**config.mk**
```make
export PLATFORM = sky130hd
export DESIGN_NAME = dbg_bus_master_flat
export DESIGN_NICKNAME = d
export VERILOG_FILES = /design/src/rtl/dbg_bus_pkg.sv /design/src/rtl/dbg_bus_master_if.sv /design/src/rtl/dbg_resp_ser.sv /design/src/rtl/dbg_bus_master.sv /design/src/flat_wrapper.sv
export SDC_FILE = /design/constraint.sdc
export NUM_CORES = 1
export LEC_CHECK = 0
export CAP_MARGIN = 20
export CORE_MARGIN = 2
export CORE_UTILIZATION = 45
export CTS_BUF_LIST = sky130_fd_sc_hd__clkbuf_8
export DETAILED_ROUTE_END_ITERATION = 10
export PLACE_DENSITY_LB_ADDON = 0.1
export SLEW_MARGIN = 25
export SYNTH_ARGS = -nofsm -noshare
export SYNTH_HDL_FRONTEND = slang
export SYNTH_HIERARCHICAL = 1
export SYNTH_SLANG_ARGS = --single-unit
```
**constraint.sdc**
```tcl
create_clock -name clk -period 5.76 [get_ports clk]
set_input_delay 1.152 -clock clk [delete_from_list [all_inputs] [get_ports clk]]
set_output_delay 1.152 -clock clk [all_outputs]
set_load 0.005 [all_outputs]
```
**src/rtl/dbg_bus_pkg.sv**
```systemverilog
// Shared constants and FSM state type for the UART debug bus master.
package dbg_bus_pkg;

  localparam logic [7:0] OP_READ  = 8'h52;
  localparam logic [7:0] OP_WRITE = 8'h57;

  localparam logic [7:0] RSP_ACK  = 8'h06;
  localparam logic [7:0] RSP_TMO  = 8'h15;
  localparam logic [7:0] RSP_ERR  = 8'h3F;

  typedef enum logic [2:0] {
    S_IDLE = 3'd0,
    S_ADDR = 3'd1,
    S_DATA = 3'd2,
    S_STRB = 3'd3,
    S_BUS  = 3'd4,
    S_RESP = 3'd5
  } state_t;

endpackage

```
**src/rtl/dbg_bus_master_if.sv**
```systemverilog
// Byte-stream command/response channels plus native memory-bus initiator port.
// Handshake: a byte or bus beat moves on a rising edge where valid and ready are both high;
// the source holds valid and its payload stable until that edge, and ready never depends on a later valid drop.
interface dbg_bus_master_if;
  logic [7:0]  rx_data;
  logic        rx_valid;
  logic        rx_ready;
  logic [7:0]  tx_data;
  logic        tx_valid;
  logic        tx_ready;
  logic        mem_valid;
  logic        mem_instr;
  logic [31:0] mem_addr;
  logic [31:0] mem_wdata;
  logic [3:0]  mem_wstrb;
  logic        mem_ready;
  logic [31:0] mem_rdata;

  modport master (
    input  rx_data, rx_valid, tx_ready, mem_ready, mem_rdata,
    output rx_ready, tx_data, tx_valid,
    output mem_valid, mem_instr, mem_addr, mem_wdata, mem_wstrb
  );

  modport slave (
    output rx_data, rx_valid, tx_ready, mem_ready, mem_rdata,
    input  rx_ready, tx_data, tx_valid,
    input  mem_valid, mem_instr, mem_addr, mem_wdata, mem_wstrb
  );
endinterface

```
**src/rtl/dbg_resp_ser.sv**
```systemverilog
// Response serializer: loads one or four bytes and shifts them out LSB first on the tx handshake.
module dbg_resp_ser (
  input  logic        clk,
  input  logic        reset,
  input  logic        i_load,
  input  logic        i_four,
  input  logic [31:0] i_data,
  input  logic        i_tx_ready,
  output logic [7:0]  o_tx_data,
  output logic        o_tx_valid,
  output logic        o_done
);

  logic [31:0] r_buf;
  logic [2:0]  r_left;
  logic        r_valid;

  assign o_tx_data  = r_buf[7:0];
  assign o_tx_valid = r_valid;
  assign o_done     = r_valid && i_tx_ready && (r_left == 3'd1);

  always_ff @(posedge clk or posedge reset) begin
    if (reset) begin
      r_buf   <= 32'h0;
      r_left  <= 3'd0;
      r_valid <= 1'b0;
    end else if (i_load) begin
      r_buf   <= i_data;
      r_left  <= i_four ? 3'd4 : 3'd1;
      r_valid <= 1'b1;
    end else if (r_valid && i_tx_ready) begin
      // Next byte is presented on the same edge the current one is taken: no bubble.
      if (r_left == 3'd1) begin
        r_valid <= 1'b0;
        r_left  <= 3'd0;
      end else begin
        r_buf  <= {8'h00, r_buf[31:8]};
        r_left <= r_left - 3'd1;
      end
    end
  end

endmodule

```
**src/rtl/dbg_bus_master.sv**
```systemverilog
// UART-command driven memory-bus master: parses read/write frames, runs one bus cycle, returns a response.
module dbg_bus_master
  import dbg_bus_pkg::*;
#(
  parameter int TIMEOUT_CYCLES = 1024
) (
  input  logic                    clk,
  input  logic                    reset,
  dbg_bus_master_if.master        bus,
  output state_t                  o_state
);

  localparam logic [15:0] TMO_LAST = 16'(TIMEOUT_CYCLES - 1);

  state_t      r_state;
  logic        r_rx_ready;
  logic        r_is_write;
  logic [1:0]  r_byte_cnt;
  logic [31:0] r_addr;
  logic [31:0] r_wdata;
  logic [3:0]  r_wstrb;
  logic        r_mem_valid;
  logic [15:0] r_tmo_cnt;
  logic        r_load;
  logic        r_resp_four;
  logic [31:0] r_resp_data;

  logic        w_rx_fire;
  logic        w_done;
  logic [7:0]  w_tx_data;
  logic        w_tx_valid;

  assign w_rx_fire = bus.rx_valid && r_rx_ready;

  assign bus.rx_ready  = r_rx_ready;
  assign bus.tx_data   = w_tx_data;
  assign bus.tx_valid  = w_tx_valid;
  assign bus.mem_valid = r_mem_valid;
  assign bus.mem_instr = 1'b0;
  assign bus.mem_addr  = {r_addr[31:2], 2'b00};
  assign bus.mem_wdata = r_wdata;
  assign bus.mem_wstrb = r_wstrb;
  assign o_state       = r_state;

  always_ff @(posedge clk or posedge reset) begin
    if (reset) begin
      r_state     <= S_IDLE;
      r_rx_ready  <= 1'b0;
      r_is_write  <= 1'b0;
      r_byte_cnt  <= 2'd0;
      r_addr      <= 32'h0;
      r_wdata     <= 32'h0;
      r_wstrb     <= 4'h0;
      r_mem_valid <= 1'b0;
      r_tmo_cnt   <= 16'h0;
      r_load      <= 1'b0;
      r_resp_four <= 1'b0;
      r_resp_data <= 32'h0;
    end else begin
      r_load <= 1'b0;
      case (r_state)
        S_IDLE: begin
          r_rx_ready <= 1'b1;
          if (w_rx_fire) begin
            if (bus.rx_data == OP_READ || bus.rx_data == OP_WRITE) begin
              r_is_write <= (bus.rx_data == OP_WRITE);
              r_wdata    <= 32'h0;
              r_wstrb    <= 4'h0;
              r_byte_cnt <= 2'd0;
              r_state    <= S_ADDR;
            end else begin
              r_rx_ready  <= 1'b0;
              r_load      <= 1'b1;
              r_resp_four <= 1'b0;
              r_resp_data <= {24'h0, RSP_ERR};
              r_state     <= S_RESP;
            end
          end
        end
        S_ADDR: begin
          if (w_rx_fire) begin
            r_addr     <= {bus.rx_data, r_addr[31:8]};
            r_byte_cnt <= r_byte_cnt + 2'd1;
            if (r_byte_cnt == 2'd3) begin
              if (r_is_write) begin
                r_state <= S_DATA;
              end else begin
                r_rx_ready <= 1'b0;
                r_state    <= S_BUS;
              end
            end
          end
        end
        S_DATA: begin
          if (w_rx_fire) begin
            r_wdata    <= {bus.rx_data, r_wdata[31:8]};
            r_byte_cnt <= r_byte_cnt + 2'd1;
            if (r_byte_cnt == 2'd3) r_state <= S_STRB;
          end
        end
        S_STRB: begin
          if (w_rx_fire) begin
            r_wstrb    <= bus.rx_data[3:0];
            r_rx_ready <= 1'b0;
            r_state    <= S_BUS;
          end
        end
        S_BUS: begin
          // First BUS cycle raises mem_valid; later cycles wait for ready or the timeout.
          if (!r_mem_valid) begin
            r_mem_valid <= 1'b1;
            r_tmo_cnt   <= 16'h0;
          end else if (bus.mem_ready) begin
            r_mem_valid <= 1'b0;
            r_load      <= 1'b1;
            r_resp_four <= !r_is_write;
            r_resp_data <= r_is_write ? {24'h0, RSP_ACK} : bus.mem_rdata;
            r_state     <= S_RESP;
          end else if (r_tmo_cnt == TMO_LAST) begin
            r_mem_valid <= 1'b0;
            r_load      <= 1'b1;
            r_resp_four <= 1'b0;
            r_resp_data <= {24'h0, RSP_TMO};
            r_state     <= S_RESP;
          end else begin
            r_tmo_cnt <= r_tmo_cnt + 16'h1;
          end
        end
        S_RESP: begin
          if (w_done) begin
            r_rx_ready <= 1'b1;
            r_state    <= S_IDLE;
          end
        end
        default: begin
          r_rx_ready  <= 1'b0;
          r_mem_valid <= 1'b0;
          r_state     <= S_IDLE;
        end
      endcase
    end
  end

  dbg_resp_ser u_resp_ser (
    .clk        (clk),
    .reset      (reset),
    .i_load     (r_load),
    .i_four     (r_resp_four),
    .i_data     (r_resp_data),
    .i_tx_ready (bus.tx_ready),
    .o_tx_data  (w_tx_data),
    .o_tx_valid (w_tx_valid),
    .o_done     (w_done)
  );

endmodule

```
**src/flat_wrapper.sv**
```systemverilog
// flat-port wrapper written by rule: the top's interface ports become plain ports
module dbg_bus_master_flat import dbg_bus_pkg::*;
#(
  parameter int TIMEOUT_CYCLES = 1024
)
  (clk, reset, o_state, bus_rx_data, bus_rx_valid, bus_tx_ready, bus_mem_ready, bus_mem_rdata, bus_rx_ready, bus_tx_data, bus_tx_valid, bus_mem_valid, bus_mem_instr, bus_mem_addr, bus_mem_wdata, bus_mem_wstrb);
  dbg_bus_master_if bus_i ();
  input  logic clk;
  input  logic reset;
  output state_t o_state;
  input wire logic [$bits(bus_i.rx_data)-1:0] bus_rx_data;
  input wire logic [$bits(bus_i.rx_valid)-1:0] bus_rx_valid;
  input wire logic [$bits(bus_i.tx_ready)-1:0] bus_tx_ready;
  input wire logic [$bits(bus_i.mem_ready)-1:0] bus_mem_ready;
  input wire logic [$bits(bus_i.mem_rdata)-1:0] bus_mem_rdata;
  output wire logic [$bits(bus_i.rx_ready)-1:0] bus_rx_ready;
  output wire logic [$bits(bus_i.tx_data)-1:0] bus_tx_data;
  output wire logic [$bits(bus_i.tx_valid)-1:0] bus_tx_valid;
  output wire logic [$bits(bus_i.mem_valid)-1:0] bus_mem_valid;
  output wire logic [$bits(bus_i.mem_instr)-1:0] bus_mem_instr;
  output wire logic [$bits(bus_i.mem_addr)-1:0] bus_mem_addr;
  output wire logic [$bits(bus_i.mem_wdata)-1:0] bus_mem_wdata;
  output wire logic [$bits(bus_i.mem_wstrb)-1:0] bus_mem_wstrb;
  assign bus_i.rx_data = bus_rx_data;
  assign bus_i.rx_valid = bus_rx_valid;
  assign bus_i.tx_ready = bus_tx_ready;
  assign bus_i.mem_ready = bus_mem_ready;
  assign bus_i.mem_rdata = bus_mem_rdata;
  assign bus_rx_ready = bus_i.rx_ready;
  assign bus_tx_data = bus_i.tx_data;
  assign bus_tx_valid = bus_i.tx_valid;
  assign bus_mem_valid = bus_i.mem_valid;
  assign bus_mem_instr = bus_i.mem_instr;
  assign bus_mem_addr = bus_i.mem_addr;
  assign bus_mem_wdata = bus_i.mem_wdata;
  assign bus_mem_wstrb = bus_i.mem_wstrb;
  dbg_bus_master #(.TIMEOUT_CYCLES(TIMEOUT_CYCLES)) u_core (.clk(clk), .reset(reset), .bus(bus_i), .o_state(o_state));
endmodule
```
Word-level counts from Yosys, hierarchy flattened
Index checks and enable logic that the tools add are counted.
Word-level totals
  register bits: 162
  input port bits: 45
  output and inout bits: 83
  word-level logic and storage cells: 140
Operators by class
  add/sub/neg operators: 3
  equal/unequal tests: 26
  muxes and demuxes: 69
  bitwise operators: 1
  reduce and logical (&&, ||, !) cells: 26
Operators with widths (number)
  two-way mux 32 bit: 12
  one-hot mux 32 bit (2 select lines): 2
  two-way mux 16 bit: 3
  two-way mux 3 bit: 16
  two-way mux 1 bit: 23
  inequality test 2 x 1 -> 1 bit, second input constant: 10
  one-hot mux 3 bit (6 select lines): 1
  adder 16 x 1 -> 16 bit, second input constant: 1
  == test 16 x 10 -> 1 bit, second input constant: 1
  == test 8 x 7 -> 1 bit, second input constant: 2
  two-way mux 4 bit: 3
  AND reduction 4 bit: 3
  nonzero test 2 bit: 6
  inequality test 2 bit, second input constant: 5
  AND reduction 9 bit: 1
  one-hot mux 4 bit (2 select lines): 1
  == test 3 x 1 -> 1 bit, second input constant: 2
  == test 3 x 2 -> 1 bit, second input constant: 2
  == test 3 bit, second input constant: 2
  two-way mux 2 bit: 3
  one-hot mux 1 bit (2 select lines): 3
  AND reduction 2 bit: 3
  AND reduction 3 bit: 2
  AND reduction 6 bit: 1
  14 further kinds: 17

Depth between registers and ports, before layout
Gate-level depths: netlist of run 1.
  depth after elaboration: 5
  depth in mapped cells: 9
  depth with buffers taken out: 9

By module
The synthesis of run 1 kept the hierarchy.
By module, submodules not included
  dbg_bus_master: times used 1, cells an instance 504, area an instance 5584.1 sq um, sequential area each 3103.0 sq um
  dbg_resp_ser: times used 1, cells an instance 140, area an instance 1682.9 sq um, sequential area each 900.9 sq um

Worst setup path before layout of run 1
OpenSTA, ideal clock, no wires.
  kind: in2reg
  start point: in bus_rx_data[3]
  end point: reg u_core.r_resp_data[1]
  library setup time: 0.125 ns
  arrival time: 2.220 ns
  required time: 5.635 ns
  path slack: 3.415 ns
  cell stages on the path: 5
  path buffers: 0
  path through: and4bb_1 > and3_1 > o22ai_1 > nand3_4 > mux2_2
On the way
  word-level cells in the longest chain between the ends: 4
  elaborated cells on any way between the ends: 5
  classes of those cells: eq/ne: 3; reduce/logical: 2
Ends and longest elaborated chain
  start: declaration: RTL line flat_wrapper.sv:11  | input wire logic [$bits(bus_i.rx_data)-1:0] bus_rx_data;
  == test 8 x 7 -> 1 bit: RTL line dbg_bus_master.sv:65  | if (bus.rx_data == OP_READ || bus.rx_data == OP_WRITE) begin
  logical OR 1 bit *: RTL line dbg_bus_master.sv:65
  inequality test 2 bit (no source line) *
  AND reduction 5 bit (no source line) *
  end signal: assignment: RTL line dbg_bus_master.sv:75  | r_resp_data <= {24'h0, RSP_ERR};
  end signal: assignment: RTL line dbg_bus_master.sv:117  | r_resp_data <= r_is_write ? {24'h0, RSP_ACK} : bus.mem_rdata;
  end signal: assignment: RTL line dbg_bus_master.sv:123  | r_resp_data <= {24'h0, RSP_TMO};
  end: declaration: RTL line dbg_bus_master.sv:26  | logic [31:0] r_resp_data;
Mark *: on every way between the ends. The rest lies on a longest branch, timed or not.
A chain may end at the register's enable or synchronous reset.

Worst setup path after layout of run 1
  start point: reg u_core.r_state[0] (netlist: u_core/o_state[0])
  end point: out o_state[0]
RTL lines
  start: declaration: RTL line dbg_bus_master.sv:15  | state_t r_state;
  start signal: assignment: RTL line dbg_bus_master.sv:47  | r_state <= S_IDLE;
  start signal: assignment: RTL line dbg_bus_master.sv:70  | r_state <= S_ADDR;
  start signal: assignment: RTL line dbg_bus_master.sv:76  | r_state <= S_RESP;
  end: declaration: RTL line flat_wrapper.sv:10  | output state_t o_state;
No word-level cell between the ends.

==> results of run 1 <==
==> synthesized netlist by cell type, types with 6 or more instances <==
master,n,area [µm²]
and2_1,22,137.6
buf_2,14,70.07
nor2_1,17,63.81
a221o_1,22,220.2
nand2_1,66,247.7
inv_1,46,172.7
nor3_1,9,45.04
mux2_2,30,337.8
a21oi_1,24,120.1
clkbuf_1,11,41.29
buf_4,13,97.59
o21ai_0,24,120.1
a31oi_1,6,37.54
nand3_1,12,60.06
dfrtp_1,160,4004
mux2i_1,29,290.3
nand2b_1,6,37.54
buf_6,8,90.09
a22o_1,33,289.0
==> worst register-to-register path, stage by stage, from the launching register on <==
cell and delay (ps):
dfrtp_1 760, inv_1 390, o22ai_1 350, nand3_4 510
mux2_2 480
==> report_power, final <==
part           internal, µW  total (µW)  switching (µW)  leakage (µW)
clock network           488         892             403      0.000217
logic                  29.6        63.0            33.4       0.00208
registers              1120        1120    0.0000000691       0.00201
total                  1640        2080             437       0.00431
==> layer usage <==
metal	up-vias	part of all wire	track usage
met5	-	0	0
met4	0	0.0060	0.03880
met3	10	0.074	0.08036
met2	142	0.46	0.3197
met1	2683	0.46	0.2827
li1	2495	-	-
==> cells in the final DEF (no fill, tap or decap), types with 8 or more instances in the layout <==
master,instances
buf_4,8
nand3_1,12
nor2_1,16
a221o_1,22
inv_1,45
nand2_1,66
nor3_1,9
mux2_2,30
o21ai_0,24
a22o_1,33
a21oi_1,24
clkbuf_8,19
and2_1,22
mux2i_1,29
dfrtp_1,160
clkdlybuf4s50_1,124
==> cell type report <==
| class | instances | area, µm² | area share |
|---|---|---|---|
| multi-input combinational | 392 | 2804 | 0.3122 |
| timing repair buffer | 132 | 1301 | 0.1449 |
| inverter | 47 | 178.9 | 0.01992 |
| tap | 216 | 270.3 | 0.03009 |
| clock buffer | 19 | 261.5 | 0.02912 |
| clock inverter | 11 | 161.4 | 0.01797 |
| sequential | 160 | 4004 | 0.4458 |
==> worst paths after layout <==
| path | slack [ps] | endpoint |
|---|---|---|
| worst max-delay path | 2660 | o_state[0] |
| max in group asynchronous | 3690 | u_core/bus.mem_wdata[28] |
| worst min-delay path | 500 | u_core/u_resp_ser/r_left[2] |
| worst max register to register | 3170 | u_core/r_resp_four |
| worst min register to register | 500 | u_core/u_resp_ser/r_left[2] |
| min in group asynchronous | 1080 | u_core/r_resp_data[7] |
==> logic make-up after synthesis <==
| family | count (synthesis) |
|---|---|
| adders and majority gates | 4 |
| muxes | 64 |
| other | 1 |
| buffers and inverters | 94 |
| DFF | 160 |
| AOI/OAI and AO/OA | 145 |
| and+or+nand+nor | 173 |
| xor gates and xnor gates | 3 |
==> sequential cells by signal, summed over array words and instances, names as in the netlist <==
signal / flops
u_core/r_tmo_cnt: 16
u_core/bus.mem_wdata: 32
u_core/o_state: 3
u_core/u_resp_ser/r_buf: 32
u_core/r_resp_four: 1
u_core/bus.mem_valid: 1
u_core/bus.mem_wstrb: 4
u_core/r_is_write: 1
u_core/u_resp_ser/r_left: 3
u_core/r_addr: 30
u_core/bus.rx_ready: 1
u_core/u_resp_ser/o_tx_valid: 1
u_core/r_resp_data: 32
u_core/r_byte_cnt: 2
u_core/r_load: 1
==> through the flow <==
| step | utilization | power (µW) | std cells | hold slack, ps | cell area (µm²) |
|---|---|---|---|---|---|
| detailed placement | 0.5407 | 1210 | 947 | 483.0 | 8558 |
| floorplan | - | 1166 | 646 | 456.8 | 7274 |
| finish | 0.5674 | 2077 | 977 | 502.0 | 8981 |
| CTS | 0.5674 | 2101 | 977 | 506.4 | 8981 |
| global placement | 0.5404 | 1209 | 947 | 469.0 | 8553 |
| global route | 0.5674 | 2156 | 977 | 516.2 | 8981 |
==> implementation parameters, run 1 <==
Parameter                              Value

Route
  Initial drt markers    336
  Count of antenna-violating nets left after detailed routing    0
  First-pass iteration count of the detailed router    5
  Total Wirelength    between 15000 and 20000 µm
  Average via count per standard cell    between 5 and 6
  Vias after detailed routing    between 5000 and 6000
  WL per Instance    roughly 17 µm
  Remaining design rule violation count    0

Critical path
  Worst reg2reg path depth    4
  First element of the critical path    u_core/o_state[0]
  Launch instance of the worst register-to-register path    u_core/bus.mem_valid
  Count of buffering cells on the critical path with inverters included    1
  WP data required    ~4600 ps
  Sort of element at the start of the critical path    flip-flop
  Cell type of the slowest stage on the worst timing path    dfrtp_1
  Critical Path, Cell by Cell    clkdlybuf4s50_1
  CP delay by family, top    flip-flops
  Worst setup EP type    primary output
  Class of the most critical setup path    flip-flop to primary output
  Maximum fanout count along the critical path    26
  Logic depth of the worst setup path including buffers    1
  Longest individual stage delay on the worst path    about 860 ps
  Arrival time of the worst setup path    between 1500 and 2000 ps

Die
  Die X    about 130 µm
  Chip Height    about 130 µm
  Total Die Area    around 17000 µm²
  Std cell rows    46
  Starting utilization of the core area    0.4591
  Top Ports    around 130
  Core outline area    15830 µm²

Clocking
  Clock Root Buffer    clkbuf_8
  CTS H-tree depth    4
  Clock latency reported for the late side of the worst-skew pair    roughly 440 ps
  Clock tree from TritonCTS    done
  Clock sink total    160
  CTS clk-pin slew, worst paths    90 ps
  Number of buffers created by CTS    17
  Resized Gates After CTS    0
  Clock Tree Buf Depth    2
  Hold bufs inserted after CTS    0
  Post-CTS Setup Bufs    0

Global routing
  Vias in the first global route    around 5400
  Antenna violations before repair    0
  Global-route wire length before repair    roughly 28000 µm
  Largest net degree at the start of global routing    just under 50
  Aggregate global-route resource usage    0.2073
  Overflow left after global routing    0

STA
  Final Max Tran Viols    0
  Number of endpoints failing setup at the final stage    0
  Post-route setup slack    2657 ps
  Final Hold Fails    0
  Shortest period the worst path allows    between 3000 and 4000 ps
  Worst setup skew after layout    ~16 ps
  Worst slew slack as a fraction of its limit    0.3690
  Pin slew with the least headroom to its limit    945.5 ps
  RSZ-0062 raised after global routing    no
  Final cycle utilization of the critical path    0.5388
  Highest clock frequency the design can meet    0.3222 GHz
  Final TNS setup    0 ps

Outcome
  Outcome    finished clean

Finish
  Area growth, synth to finish    23.59%
  Number of nets in the final layout    roughly 800
  Final-layout fill cell count    1376
  Number of diodes    0
  Ratio of cells with drive above 1 in the final layout    0.1143

Power and ir drop
  Leakage power of the design    about 0.0043 µW
  Power density of the placed cells    231.3 nW/µm²
  IR drop worst, VDD    between 150 and 200 µV

Placement
  Pre-CTS WS    2197 ps
  GP Congestion    around 0.77
  Half-perimeter wire length of the detailed placement result    roughly 11000 µm
  Port Buffers    roughly 120

Yosys
  Number of synthesized register bits    160
  Mean area per synthesized cell    around 11 µm²
  Synthesized area    7267 µm²
  Asr flop ratio synth    1.000
  Count of cell types in the netlist    70
  Seq/Total Area, Yosys    0.5510
  Synth Area in Simple Gates    0.1288
  Number of enable-type register cells in the synthesized netlist    0
  Yosys Warn Count    6
  Area share of xor/xnor cells in the synthesized design    0.003616
  Main synth FF type    dfrtp_1
  Fraction of the mapped netlist area in compound gates    0.1489
  Adder-cell area share of the yosys netlist    0.006887
  Combinational family with the most area after synthesis    compound AO/OA/AOI/OAI gates
  Synth Instances    between 600 and 700
  Proportion of synthesized area in mux cells    0.09418

Min path
  Worst min-delay path startpoint    u_core/r_resp_four
  Hold Crit Class    flip-flop to flip-flop
  Hold depth    2

Job
  Number of maximum-capacitance violations    0
(Power assumes the default switching activity.)
==> run 2, diff against run 1 <==
- clock period: 5.76 -> 2.8 ns (I/O delays scaled with it)
==> run 2 against run 1 <==
Sequential share of layout area fell by 0.50 points. Power grew 99%. Register-to-register slack got worse by 2600 ps. Highest routed layer unchanged. Global-route usage grew 0.57 points. Flip-flop and latch count is the same. Cell count is 1.1% higher.
==> implementation parameters, run 2 (synthesis gave the netlist of run 1 again) <==
Parameter                              Value

Critical path
  Cell type of the slowest stage on the worst timing path    dfrtp_1
  CP delay by family, top    flip-flops
  Longest individual stage delay on the worst path    about 730 ps
  Sort of element at the start of the critical path    flip-flop
  Maximum fanout count along the critical path    19
  Critical Path, Cell by Cell    clkdlybuf4s50_1
  Count of buffering cells on the critical path with inverters included    1
  Arrival time of the worst setup path    about 1800 ps
  Worst setup EP type    primary output
  WP data required    about 2200 ps
  Class of the most critical setup path    flip-flop to primary output

Power and ir drop
  Leakage power of the design    ~0.0044 µW
  IR drop worst, VDD    411.0 µV
  Power density of the placed cells    around 460 nW/µm²

STA
  Highest clock frequency the design can meet    between 0.4 and 0.5 GHz
  Final Hold Fails    0
  Final TNS setup    0 ps
  Final cycle utilization of the critical path    0.8462
  Shortest period the worst path allows    about 2400 ps
  RSZ-0062 raised after global routing    no
  Worst slew slack as a fraction of its limit    0.3484
  Number of endpoints failing setup at the final stage    0
  Worst setup skew after layout    around 8.0 ps
  Final Max Tran Viols    0
  Pin slew with the least headroom to its limit    976.3 ps

Route
  First-pass iteration count of the detailed router    5
  Average via count per standard cell    roughly 5.4
  WL per Instance    between 15 and 20 µm
  Remaining design rule violation count    0
  Vias after detailed routing    5354
  Initial drt markers    382
  Count of antenna-violating nets left after detailed routing    0
  Total Wirelength    around 17000 µm

Placement
  GP Congestion    between 0.8 and 0.9
  Port Buffers    about 120
  Half-perimeter wire length of the detailed placement result    around 12000 µm
  Number of cells after detailed placement    957

Global routing
  Overflow left after global routing    0
  Vias in the first global route    about 5400
  GRT busiest layer    met2
  Aggregate global-route resource usage    0.2130
  Met1 layer usage reported by global route    0.2859
  Met2 usage    0.3264
  Met3 usage    0.08198
  Global-route wire length before repair    about 28000 µm
  Largest net degree at the start of global routing    46
  Antenna violations before repair    0

Finish
  Area growth, synth to finish    25.00%
  Top library cells by usage in the layout, fill and taps aside    dfrtp_1, clkdlybuf4s50_1, nand2_1, inv_1, a22o_1
  Ratio of cells with drive above 1 in the final layout    0.1231
  Final-layout fill cell count    1334
  Final cell count without fillers    roughly 990
  Most common library cell in the layout ignoring fill and taps    dfrtp_1
  Number of diodes    0
  Number of nets in the final layout    809

Clocking
  Clock Tree Buf Depth    2
  CTS H-tree depth    4
  CTS clk-pin slew, worst paths    roughly 80 ps
  Clock latency reported for the late side of the worst-skew pair    450 ps
  Number of buffers created by CTS    17
  Clock Root Buffer    clkbuf_8
  Post-CTS Setup Bufs    0
  Resized Gates After CTS    0
  Clock tree from TritonCTS    done
  Clock sink total    160
  Hold bufs inserted after CTS    0

Die
  Total Die Area    17180 µm²
  Top Ports    around 130
  Std cell rows    46
  Starting utilization of the core area    0.4591
  Die X    between 100 and 150 µm
  Core outline area    around 16000 µm²
  Chip Height    131.1 µm

Outcome
  Outcome    finished clean

Min path
  Hold Crit Class    flip-flop to flip-flop

Job
  Number of maximum-capacitance violations    0
[run 2: changes by cell type in the layout (fill, tap and decap cells not counted), sizes merged]
| cell | delta |
|---|---|
| buf | +10 |
| clkinvlp | +3 |
| clkbuf | +1 |
| bufinv | -2 |
| clkinv | -3 |
| inv | +2 |
[run 2: final cells by class]
type	count	area, µm²	area share
clock buffers	20	275.3	0.03030
clock inverters	11	116.4	0.01281
inverters	47	180.2	0.01983
multi-input cells	392	2799	0.3081
flip-flops and latches	160	4004	0.4408
well taps	216	270.3	0.02975
repair buffers	142	1439	0.1584
[run 2: path summary, 6_finish.rpt]
kind | start | endpoint | slack (ps) | depth (start not counted)
min in group asynchronous | reset | u_core/r_resp_data[2] | 560 | 2
hold / removal | u_core/bus.mem_wdata[3] | u_core/bus.mem_wdata[3] | 500 | 2
max in group asynchronous | reset | u_core/r_addr[22] | 1590 | 3
setup reg to reg | u_core/o_state[0] | u_core/r_resp_data[12] | 590 | 5
setup / recovery | u_core/o_state[0] | o_state[0] | 430 | 1
hold reg to reg | u_core/bus.mem_wdata[3] | u_core/bus.mem_wdata[3] | 500 | 2
[run 2: report_power, final]
group          leakage, µW  internal, µW  switching [µW]
logic              0.00215          66.7            69.1
clock network     0.000201           851             838
registers          0.00201          2310     0.000000143
[run 2: per-stage QoR]
stage | area (µm²) | util | power [µW] | hold WS [ps] | setup WS [ps]
after global routing | 9084 | 0.5739 | 4300 | 527.1 | 344.8
after floorplan | 7278 | - | 2399 | 456.8 | 714.7
final | 9084 | 0.5739 | 4133 | 495.1 | 430.7
after detailed placement | 8692 | 0.5492 | 2495 | 474.3 | 333.4
after global placement | 8692 | 0.5492 | 2493 | 467.8 | 318.2
after CTS | 9084 | 0.5739 | 4183 | 503.3 | 397.1
[run 2: layer usage]
metal  up-vias  part of all wire
li1       2517                 -
met1      2675              0.44
met2       147              0.47
met3        15             0.080
met4         0            0.0092
met5         -                 0
==> run 3, diff against run 2 <==
- clock period: 2.8 -> 2.4 ns (I/O delays scaled with it)
==> run 3 against run 2 <==
Die area unchanged. Clock power up 14%. Final area up 1.0%. First-iteration DRC count down 14%. Flip-flop and latch count unchanged. Power up 16%. Clock skew up 6.8 ps. Non-clock buffer count up 9. Sequential share of layout area down 0.45 points. Critical path type unchanged.
==> implementation parameters, run 3 (synthesis gave the netlist of run 1 again) <==
Parameter                              Value

Outcome
  Outcome    finished clean

Die
  Chip Height    between 100 and 150 µm
  Total Die Area    17180 µm²
  Std cell rows    46
  Die X    131.1 µm
  Top Ports    128
  Starting utilization of the core area    0.4591
  Core outline area    15830 µm²

Critical path
  Worst setup EP type    primary output
  CP delay by family, top    flip-flops
  Longest individual stage delay on the worst path    between 600 and 700 ps
  Cell type of the slowest stage on the worst timing path    dfrtp_1
  Count of buffering cells on the critical path with inverters included    1
  Arrival time of the worst setup path    between 1500 and 2000 ps
  Critical Path, Cell by Cell    clkdlybuf4s50_1
  Maximum fanout count along the critical path    15
  WP data required    1920 ps
  Sort of element at the start of the critical path    flip-flop
  Class of the most critical setup path    flip-flop to primary output

STA
  Highest clock frequency the design can meet    between 0.4 and 0.5 GHz
  Final Hold Fails    0
  Final cycle utilization of the critical path    0.9011
  Final TNS setup    0 ps
  Shortest period the worst path allows    2163 ps
  Pin slew with the least headroom to its limit    882.5 ps
  Worst hold slack after final layout    420.0 ps
  RSZ-0062 raised after global routing    no
  Number of endpoints failing setup at the final stage    0
  Final Max Tran Viols    0
  Worst slew slack as a fraction of its limit    0.4110
  Worst setup skew after layout    14.83 ps

Clocking
  Hold bufs inserted after CTS    0
  Clock sink total    160
  Clock latency reported for the late side of the worst-skew pair    between 400 and 500 ps
  Clock Tree Buf Depth    2
  Resized Gates After CTS    0
  CTS H-tree depth    4
  CTS clk-pin slew, worst paths    ~90 ps
  Post-CTS Setup Bufs    0
  Clock Root Buffer    clkbuf_8
  Number of buffers created by CTS    17
  Clock tree from TritonCTS    done

Placement
  Number of cells after detailed placement    a little under 1000
  GP Congestion    0.8410
  Port Buffers    roughly 120
  Half-perimeter wire length of the detailed placement result    approximately 12000 µm

Route
  Count of antenna-violating nets left after detailed routing    0
  Total Wirelength    approximately 17000 µm
  First-pass iteration count of the detailed router    7
  Initial drt markers    330
  Vias after detailed routing    roughly 5400
  Remaining design rule violation count    0
  WL per Instance    about 17 µm
  Average via count per standard cell    about 5.4

Finish
  Most common library cell in the layout ignoring fill and taps    dfrtp_1
  Final core utilization    0.5798
  Area growth, synth to finish    26.29%
  Number of nets in the final layout    between 800 and 900
  Final cell count without fillers    998
  Number of diodes    0
  Ratio of cells with drive above 1 in the final layout    0.1381
  Top library cells by usage in the layout, fill and taps aside    dfrtp_1, clkdlybuf4s50_1, nand2_1, inv_1, a22o_1

Global routing
  Aggregate global-route resource usage    0.2118
  Overflow left after global routing    0
  Global-route wire length before repair    around 28000 µm
  Largest net degree at the start of global routing    40
  Vias in the first global route    5329
  Antenna violations before repair    0

Power and ir drop
  Leakage power of the design    0.004397 µW
  Power density of the placed cells    roughly 520 nW/µm²
  IR drop worst, VDD    ~350 µV

Min path
  Hold Crit Class    input pin to async pin

Job
  Number of maximum-capacitance violations    0
-- run 3: cell count changes in the layout (fill, tap and decap cells not counted), sizes merged --
cell,delta
buf,+9
clkbuf,-3
inv,+3
bufinv,-1
clkinv,+1
clkinvlp,+1
-- run 3: final cells by class --
class,instances,area [µm²]
Clock buffer,17,234.0
Tap cell,216,270.3
Clock inverter,15,146.4
Sequential cell,160,4004
Timing Repair Buffer,151,1544
Inverter,47,180.2
Fill cell,1356,6650
Multi-Input combinational cell,392,2799
-- run 3: path summary, 6_finish.rpt --
path	startpoint	end	slack, ps	cells past startpoint
max in group asynchronous	reset	u_core/r_addr[13]	1440	3
min	reset	u_core/r_resp_data[22]	420	2
max	u_core/o_state[2]	o_state[2]	240	1
min reg2reg	u_core/bus.mem_wdata[1]	u_core/bus.mem_wdata[1]	510	1
min in group clk	u_core/bus.mem_wdata[1]	u_core/bus.mem_wdata[1]	510	1
max reg2reg	u_core/u_resp_ser/r_left[1]	u_core/o_state[0]	320	9
-- run 3: per-layer routing --
layer | up-vias | global-route usage | routed length (µm)
li1 | 2531 | - | -
met1 | 2660 | 0.2835 | 7607
met2 | 161 | 0.3246 | 8090
met3 | 12 | 0.07792 | 1285
met4 | 0 | 0.06320 | 146
met5 | - | 0 | 0
-- run 3: stage by stage --
step,total power (µW),cell area [µm²],setup slack (ps)
after global routing,4976,9178,131.9
final,4779,9178,237.5
after floorplan,2799,7278,394.7
after detailed placement,2920,8797,61.37
after CTS,4854,9178,209.2
after global placement,2918,8797,84.37
-- run 3: power by group --
| group | internal (µW) | total, µW | switching [µW] |
|---|---|---|---|
| clock network | 845 | 1920 | 1070 |
| registers | 2690 | 2690 | 0.000000156 |
| logic | 85.1 | 167 | 82.3 |
| total | 3620 | 4780 | 1160 |
